===== src/rtl/mem_bus_arbiter.sv =====
// mem_bus_arbiter: two-master, one-slave round-robin arbiter for the native
// valid/ready memory bus. Master 0 is the CPU core, master 1 the loader/DMA.
// A grant covers exactly one transaction and ends on slave ready. At least one
// idle cycle separates transactions, so s_valid always drops after s_ready.
//
// Ports:
//   clk, reset              - rising-edge clock, asynchronous active-high reset
//   m0_* / m1_*             - master request (valid, instr, addr, wdata, wstrb)
//                             and response (ready pulse, rdata)
//   s_*                     - forwarded request to the address decoder and its
//                             ready/rdata response
//   grant                   - one-hot owner, 00 when idle
//   bus_err                 - sticky watchdog flag
//
// Optional feature: define MEM_BUS_ARBITER_TIMEOUT_EN to build a watchdog that
// completes a stalled transaction after TIMEOUT busy cycles with ERR_RDATA.
// Without it, bus_err is tied to 0 and a stalled slave hangs the owner.
module mem_bus_arbiter #(
    parameter int unsigned TIMEOUT   = 64,
    parameter logic [31:0] ERR_RDATA = 32'hDEAD_BEEF
) (
    input  logic        clk,
    input  logic        reset,
    input  logic        m0_valid,
    input  logic        m0_instr,
    input  logic [31:0] m0_addr,
    input  logic [31:0] m0_wdata,
    input  logic [3:0]  m0_wstrb,
    output logic        m0_ready,
    output logic [31:0] m0_rdata,
    input  logic        m1_valid,
    input  logic        m1_instr,
    input  logic [31:0] m1_addr,
    input  logic [31:0] m1_wdata,
    input  logic [3:0]  m1_wstrb,
    output logic        m1_ready,
    output logic [31:0] m1_rdata,
    output logic        s_valid,
    output logic        s_instr,
    output logic [31:0] s_addr,
    output logic [31:0] s_wdata,
    output logic [3:0]  s_wstrb,
    input  logic        s_ready,
    input  logic [31:0] s_rdata,
    output logic [1:0]  grant,
    output logic        bus_err
);

    typedef enum logic [1:0] {
        StIdle  = 2'd0,
        StBusy0 = 2'd1,
        StBusy1 = 2'd2
    } state_t;

    state_t      state_q, state_d;
    logic        prio_q, prio_d;   // 0: master 0 wins contention, 1: master 1 wins
    logic        owner;            // selected master while busy
    logic        cur_valid;
    logic        cur_ready;
    logic [31:0] cur_rdata;

`ifdef MEM_BUS_ARBITER_TIMEOUT_EN
    localparam logic [15:0] TmoLast = 16'(TIMEOUT - 1);

    logic [15:0] tmo_cnt_q;
    logic        bus_err_q;
    logic        timeout_hit;
`endif

    always_comb begin
        state_d   = state_q;
        prio_d    = prio_q;
        owner     = (state_q == StBusy1);
        cur_valid = 1'b0;
        cur_ready = 1'b0;
        cur_rdata = '0;
        s_valid   = 1'b0;
        s_instr   = 1'b0;
        s_addr    = '0;
        s_wdata   = '0;
        s_wstrb   = '0;
        m0_ready  = 1'b0;
        m0_rdata  = '0;
        m1_ready  = 1'b0;
        m1_rdata  = '0;
        grant     = 2'b00;
`ifdef MEM_BUS_ARBITER_TIMEOUT_EN
        timeout_hit = 1'b0;
`endif

        unique case (state_q)
            StIdle: begin
                if (m0_valid && m1_valid) begin
                    state_d = prio_q ? StBusy1 : StBusy0;
                end else if (m0_valid) begin
                    state_d = StBusy0;
                end else if (m1_valid) begin
                    state_d = StBusy1;
                end
            end
            StBusy0, StBusy1: begin
                grant     = owner ? 2'b10 : 2'b01;
                cur_valid = owner ? m1_valid : m0_valid;
                s_valid   = cur_valid;
                s_instr   = owner ? m1_instr : m0_instr;
                s_addr    = owner ? m1_addr  : m0_addr;
                s_wdata   = owner ? m1_wdata : m0_wdata;
                s_wstrb   = owner ? m1_wstrb : m0_wstrb;
                cur_ready = s_ready;
                cur_rdata = s_rdata;
`ifdef MEM_BUS_ARBITER_TIMEOUT_EN
                // A real ready on the last cycle wins over the watchdog.
                if (!s_ready && cur_valid && (tmo_cnt_q == TmoLast)) begin
                    timeout_hit = 1'b1;
                    s_valid     = 1'b0;
                    cur_ready   = 1'b1;
                    cur_rdata   = ERR_RDATA;
                end
`endif
                if (cur_ready) begin
                    state_d = StIdle;
                    prio_d  = ~owner;
                end else if (!cur_valid) begin
                    // Abandoned request: release the bus without touching prio.
                    state_d = StIdle;
                end
                if (owner) begin
                    m1_ready = cur_ready;
                    m1_rdata = cur_rdata;
                end else begin
                    m0_ready = cur_ready;
                    m0_rdata = cur_rdata;
                end
            end
            default: state_d = StIdle;
        endcase

        // Keep the slave quiet for the whole reset pulse, not just after the edge.
        if (reset) begin
            s_valid  = 1'b0;
            s_instr  = 1'b0;
            s_addr   = '0;
            s_wdata  = '0;
            s_wstrb  = '0;
            m0_ready = 1'b0;
            m0_rdata = '0;
            m1_ready = 1'b0;
            m1_rdata = '0;
            grant    = 2'b00;
        end
    end

    always_ff @(posedge clk or posedge reset) begin
        if (reset) begin
            state_q <= StIdle;
            prio_q  <= 1'b0;
        end else begin
            state_q <= state_d;
            prio_q  <= prio_d;
        end
    end

`ifdef MEM_BUS_ARBITER_TIMEOUT_EN
    // Every busy period is preceded by an idle cycle, which clears the counter.
    always_ff @(posedge clk or posedge reset) begin
        if (reset) begin
            tmo_cnt_q <= '0;
            bus_err_q <= 1'b0;
        end else begin
            if (state_q == StIdle) begin
                tmo_cnt_q <= '0;
            end else if (!s_ready) begin
                tmo_cnt_q <= tmo_cnt_q + 16'd1;
            end
            if (timeout_hit) begin
                bus_err_q <= 1'b1;
            end
        end
    end

    assign bus_err = bus_err_q;
`else
    assign bus_err = 1'b0;
`endif

endmodule


===== config.mk =====
export PLATFORM = sky130hd
export DESIGN_NAME = mem_bus_arbiter
export DESIGN_NICKNAME = d
export VERILOG_FILES = /design/src/rtl/mem_bus_arbiter.sv
export SDC_FILE = /design/constraint.sdc
export NUM_CORES = 1
export LEC_CHECK = 0
export BUFFER_PORTS_ARGS = -buffer_cell sky130_fd_sc_hd__buf_2
export CORE_AREA = 10 10 112 114
export CTS_CLUSTER_DIAMETER = 30
export CTS_CLUSTER_SIZE = 8
export DETAILED_ROUTE_END_ITERATION = 8
export DIE_AREA = 0 0 122 124
export GPL_TIMING_DRIVEN = 0
export PLACE_DENSITY = 0.66
export SYNTH_ARGS = -nofsm -noshare
export SYNTH_HDL_FRONTEND = slang
export SYNTH_SLANG_ARGS = --single-unit

===== constraint.sdc =====
create_clock -name clk -period 4.43 [get_ports clk]
set_input_delay 0.443 -clock clk [delete_from_list [all_inputs] [get_ports clk]]
set_output_delay 0.443 -clock clk [all_outputs]
set_load 0.03 [all_outputs]

==> metrics.csv, run 1 <==
stage;metric;value;unit
status;status;finished clean;
synthesis;Syn Inst Count;256;
timing;Min Hold Slack;0.115;ns
grt;GRT Total Usage;0.139;
clock_tree;htree depth;1;
floorplan;row cnt;37;
finish;# fillers;1180;
placed_design;Port Buf Inserts;312;
timing;final setup fails;0;
finish;most common cell after layout, fill and taps aside;buf_2;
timing;Max Clk Rate;0.385;GHz
timing;Tmin final;2.60;ns
timing;Total Neg Setup Slack;0;ns
finish;P&R area growth vs syn;103;%
drt;via count;2883;
worst_setup_path;critical-path maximum fanout;10;
power;maximum vdd drop;0.198;mV
drt;final wirelength;12300;um
floorplan;Boundary Pins;314;
timing;crit share post-route;0.586;
finish;commonest non-fill, non-tap cells in the layout;buf_2 (322), mux2i_1 (70), nor2_1 (70);
synthesis;Mapped Nets;435;
clock_tree;CTS tree;yes;
drt;Metal-1 WL;4130;um
finish;register cell area after layout;75.1;um2
finish;layout cells sized above 1;0.575;
drt;Pre-Repair DR Iteration Count;4;
synthesis;share of the synthesized area in the top cell type;0.404;
floorplan;core area;10200;um2
synthesis;Syn Area/Cell;6.78;um2
clock_tree;clock root buffer;clkbuf_8;
finish;Final Cell Area;3510;um2
drt;Routed Antenna Nets;0;
drt;drt wl/cell;17.4;um
synthesis;area of the mapped netlist;1740;um2
placed_design;DP HPWL;11300;um
clock_tree;post-cts resize count;0;
grt;grt ovf;0;
timing;skew final;0.00133;ns
grt;initial antenna violation count;0;
grt;vias in the first global route;3062;
worst_setup_path;Worst Setup Start Kind;register;
drt;Max Used Layer;met4;
timing;Final Hold Fails;0;
finish;area occupied by multi-input gates;1530;um2
drt;met2 wire length;6570;um
timing;Slew Limit Fails;0;
clock_tree;Reg clk slew, reported paths;0.03;ns
power;leakage;2.21;nW
worst_setup_path;Worst setup EP type;output pin;
finish;Final nets;752;
clock_tree;CTS Buf Count;3;
timing;RSZ-0062 raised after global routing;no;
worst_setup_path;CP Data Arrival Time;2.15;ns
floorplan;Die Wd;122;um
grt;first-pass GRT wire length;16700;um
clock_tree;CTS Buffer Depth;2;
synthesis;Syn. warnings;0;
clock_tree;clk_lat worst skew;0.22;ns
drt;vias per std cell;4.07;
placed_design;GP Congestion;0.861;
floorplan;chip height;124;um
clock_tree;Post-CTS Setup Bufs;0;
hold_path;hold crit path type;input pin to asynchronous set/reset pin;
synthesis;Netlist cell types;21;
power;PwrDens;518;nW/um2
placed_design;dpl cell area;3470;um2
synthesis;sequential element share of the synthesized area;0.0433;
drt;1st-iter DRT viols;114;
synthesis;synth top area cells;mux2i_1 (40%), and2_1 (24%), nor2_1 (15%);
worst_setup_path;CP Class;register to output pin;
drt;WL met3;1570;um
clock_tree;CTS Hold Bufs;0;
floorplan;die area;15100;um2
grt;largest net degree at the start of global routing;11;
synthesis;FF+latch count, synth;3;
synthesis;Synth area leader;mux2i_1;
job;Max Cap Violations;0;
clock_tree;clk sinks;3;
floorplan;Starting Density;0.170;
drt;Remaining DRCs;0;
worst_setup_path;Worst Path Required;3.99;ns
[routing by layer]
layer	up-vias	global-route usage
li1	1460	-
met1	1228	0.125
met2	191	0.279
met3	4	0.0656
met4	0	0.0179
met5	-	0
[synthesized netlist by cell type]
master	count
and2_1	66
o22ai_1	2
inv_1	5
a21boi_0	2
nor2_1	70
ha_1	4
and2b_1	1
a31oi_1	1
buf_4	2
nor2_2	1
or2_1	1
nand2b_1	2
a32o_1	2
buf_2	10
conb_1	1
a21oi_1	1
buf_6	1
dfrtp_1	3
clkbuf_1	10
mux2i_1	70
nor2b_1	1
[worst max-delay path, cell delays in order, from the launching register on]
cell	delay [ns]
dfrtp_1	0.38
inv_1	0.11
ha_1	0.15
buf_2	0.19
and2b_1	0.32
clkbuf_1	0.34
and2_1	0.23
buf_2	0.22
[state kept, by name (all words and copies together) (netlist names)]
signal   flops
state_q      2
prio_q       1
[final timing paths]
check | from | endpoint | slack, ns | cells past startpoint
max in group asynchronous | reset | state_q[1]$_DFFE_PP0P_ | 4.18 | 2
hold reg to reg | state_q[0]$_DFFE_PP0P_ | state_q[0]$_DFFE_PP0P_ | 0.52 | 1
min in group clk | s_ready | prio_q$_DFFE_PP0P_ | 0.47 | 2
setup / recovery | state_q[0]$_DFFE_PP0P_ | m1_rdata[27] | 1.83 | 7
setup reg to reg | state_q[0]$_DFFE_PP0P_ | state_q[1]$_DFFE_PP0P_ | 2.91 | 5
hold / removal | reset | prio_q$_DFFE_PP0P_ | 0.11 | 2
[metrics by stage]
| step | worst slack, ns | instances | total power [mW] | utilization |
|---|---|---|---|---|
| final | 1.83 | 709 | 1.82 | 0.344 |
| after global routing | 1.65 | 708 | 1.96 | 0.343 |
| after CTS | 1.79 | 708 | 1.85 | 0.343 |
| after detailed placement | 2.03 | 704 | 1.76 | 0.339 |
| after global placement | 2.03 | 704 | 1.76 | 0.339 |
| after floorplan | 2.27 | 256 | 1.25 | - |
[power breakdown]
| group | internal, mW | total, mW | leakage (nW) | switching, mW |
|---|---|---|---|---|
| Clock | 0.0615 | 0.0812 | 0.0228 | 0.0197 |
| Combinational | 0.564 | 1.69 | 2.15 | 1.13 |
| Sequential | 0.0382 | 0.0475 | 0.0356 | 0.00933 |
[cell type report]
class                   count  share of cell area
repair buffers            312               0.444
multi-input cells         225               0.435
well taps                 136              0.0484
plain buffers              23              0.0324
flip-flops and latches      3              0.0214
clock buffers               4              0.0128
inverters                   5             0.00534
diodes                      1            0.000712
[logic make-up after synthesis]
family          after synthesis  synth area share
buf+inv                      28            0.0764
fa+ha+maj                     4            0.0288
simple gates                142             0.412
compound gates                8            0.0339
other cells                   1           0.00216
flops                         3            0.0433
mux                          70             0.404
(Power assumes the default switching activity.)
==> inputs of run 2 (changes only) <==
- CORE_AREA: 10 10 112 114 -> 10 10 113 115
- DIE_AREA: 0 0 122 124 -> 0 0 123 125
- PLACE_DENSITY: 0.66 -> 0.65
- clock period: 4.43 -> 2.5 ns (I/O delays scaled with it)
==> metrics.csv, run 2 (same netlist as run 1, synthesis figures left out) <==
stage;metric;value;unit;change
drt;1st-iter DRT viols;74;;was 114
worst_setup_path;CP Data Arrival Time;2.07;ns;was 2.15 ns
power;leakage;2.22;nW;was 2.21 nW
worst_setup_path;R2R Path Start;state_q[0]$_DFFE_PP0P_;;unchanged
placed_design;Inst Count DP;708;;was 704
grt;first-pass GRT wire length;15700;um;was 16700 um
placed_design;GP Congestion;0.855;;was 0.861
clock_tree;CTS Buf Count;3;;unchanged
finish;Final nets;753;;was 752
placed_design;Port Buf Inserts;312;;unchanged
floorplan;die area;15400;um2;was 15100 um2
status;status;finished clean;;unchanged
placed_design;DP HPWL;10100;um;was 11300 um
finish;Finished Layout Cells;713;;was 709
finish;commonest non-fill, non-tap cells in the layout;buf_2 (322), mux2i_1 (70), nor2_1 (70);;unchanged
finish;flip-flop count of the largest register after layout;2;;unchanged
timing;Final Hold Fails;0;;unchanged
worst_setup_path;Register-to-Register Path Depth;5;;unchanged
finish;Biggest register;state_q;;unchanged
worst_setup_path;CP Class;register to output pin;;unchanged
grt;largest net degree at the start of global routing;11;;unchanged
finish;P&R area growth vs syn;104;%;was 103%
drt;drt wl/cell;15.5;um;was 17.4 um
worst_setup_path;Worst Path Required;2.25;ns;was 3.99 ns
drt;via count;2833;;was 2883
timing;final setup fails;0;;unchanged
floorplan;Die Wd;123;um;was 122 um
floorplan;Boundary Pins;314;;unchanged
worst_setup_path;Worst Setup Start Kind;register;;unchanged
clock_tree;CTS Buffer Depth;2;;unchanged
grt;vias in the first global route;3042;;was 3062
floorplan;core area;10600;um2;was 10200 um2
floorplan;chip height;125;um;was 124 um
timing;RSZ-0062 raised after global routing;no;;unchanged
finish;Largest regs;state_q x2, prio_q x1;;unchanged
timing;crit share post-route;0.929;;
grt;GRT Total Usage;0.126;;was 0.139
timing;skew final;0.00305;ns;was 0.00133 ns
clock_tree;clock root buffer;clkbuf_8;;unchanged
worst_setup_path;Worst setup EP type;output pin;;unchanged
grt;initial antenna violation count;0;;unchanged
timing;Slew Limit Fails;0;;unchanged
drt;Remaining DRCs;0;;unchanged
hold_path;Worst Hold Path EP;prio_q$_DFFE_PP0P_;;
drt;vias per std cell;3.97;;was 4.07
floorplan;Starting Density;0.164;;was 0.170
finish;layout cells sized above 1;0.576;;was 0.575
worst_setup_path;Reg2Reg Setup Slack;0.90;ns;was 2.91 ns
worst_setup_path;critical-path maximum fanout;10;;unchanged
placed_design;post-placement setup slack;0.206;ns;was 2.03 ns
clock_tree;clk_lat worst skew;0.21;ns;was 0.22 ns
clock_tree;clk sinks;3;;unchanged
grt;grt ovf;0;;unchanged
timing;Max Clk Rate;0.430;GHz;
clock_tree;Reg clk slew, reported paths;0.03;ns;about the same
timing;Min Hold Slack;0.294;ns;was 0.115 ns
hold_path;hold path depth;2;;
clock_tree;CTS tree;yes;;unchanged
clock_tree;htree depth;1;;unchanged
job;Max Cap Violations;0;;unchanged
worst_setup_path;FF-to-FF End;state_q[1]$_DFFE_PP0P_;;unchanged
drt;Pre-Repair DR Iteration Count;5;;was 4
drt;Routed Antenna Nets;0;;unchanged
floorplan;row cnt;38;;was 37
clock_tree;Post-CTS Setup Bufs;0;;unchanged
hold_path;hold crit path type;input pin to register;;was input pin to asynchronous set/reset pin
hold_path;hold path start;s_ready;;
timing;final setup margin;0.177;ns;was 1.83 ns
drt;final wirelength;11000;um;was 12300 um
finish;most common cell after layout, fill and taps aside;buf_2;;unchanged
power;maximum vdd drop;0.441;mV;was 0.198 mV
power;PwrDens;912;nW/um2;was 518 nW/um2
timing;Tmin final;2.32;ns;
timing;Total Neg Setup Slack;0;ns;unchanged
finish;number of diodes;0;;was 1
## run 2: changes by cell type in the layout (fill, tap and decap cells not counted), sizes merged
| cell | previous run | this run |
|---|---|---|
| diode | 1 | 0 |
| dlygate4sd3 | 0 | 1 |
## run 2: where the power goes
group / internal [mW] / switching, mW / leakage (nW)
registers: 0.0677 / 0.0160 / 0.0356
logic: 1.00 / 2.00 / 2.16
clock network: 0.108 / 0.0288 / 0.0228
## run 2: critical path: stages (launching register included)
cell and delay (ns):
dfrtp_1 0.36, inv_1 0.09, ha_1 0.36, nand2b_1 0.09, buf_2 0.23, clkbuf_1 0.43, nor2_1 0.10, buf_2 0.20
## run 2: stage by stage
step | instance area [um2] | utilization | total power [mW]
after floorplan | 1740 | - | 2.22
after global placement | 3470 | 0.327 | 3.10
after detailed placement | 3470 | 0.327 | 3.11
after CTS | 3530 | 0.333 | 3.26
after global routing | 3530 | 0.333 | 3.46
final | 3530 | 0.333 | 3.22
## run 2: how the worst max path moves through the flow
stage,from,end,slack [ns],depth (start not counted)
global route,state_q[0]$_DFFE_PP0P_,s_wdata[22],0.02,7
floorplan,state_q[0]$_DFFE_PP0P_,m1_rdata[22],0.53,6
CTS,state_q[0]$_DFFE_PP0P_,m0_rdata[1],0.08,8
detailed placement,state_q[0]$_DFFE_PP0P_,s_addr[5],0.21,7
global placement,state_q[0]$_DFFE_PP0P_,s_addr[5],0.23,7
finish,state_q[0]$_DFFE_PP0P_,s_wdata[17],0.18,7
## run 2: metal layers
metal	wire, um	track usage	vias up	share of wire
met5	0	0	-	0
met4	73	0.0199	0	0.0066
met3	1800	0.0603	6	0.16
met2	5410	0.238	197	0.49
met1	3750	0.122	1160	0.34
li1	-	-	1470	-
## run 2: repair_timing
item / in CTS / in global routing
resized for setup: 1 / 1
setup endpoints to repair: 1 / 8
hold endpoints to repair: 3 / 0
gates cloned: 0 / 0
hold buffers: 1 / 0
## run 2: cell type report
class                   count  area [um2]
clock buffers               4        45.0
flip-flops and latches      3        75.1
inverters                   5        18.8
repair buffers            313        1570
well taps                 140         175
multi-input cells         225        1530
plain buffers              23         115
fillers                  1174        7070
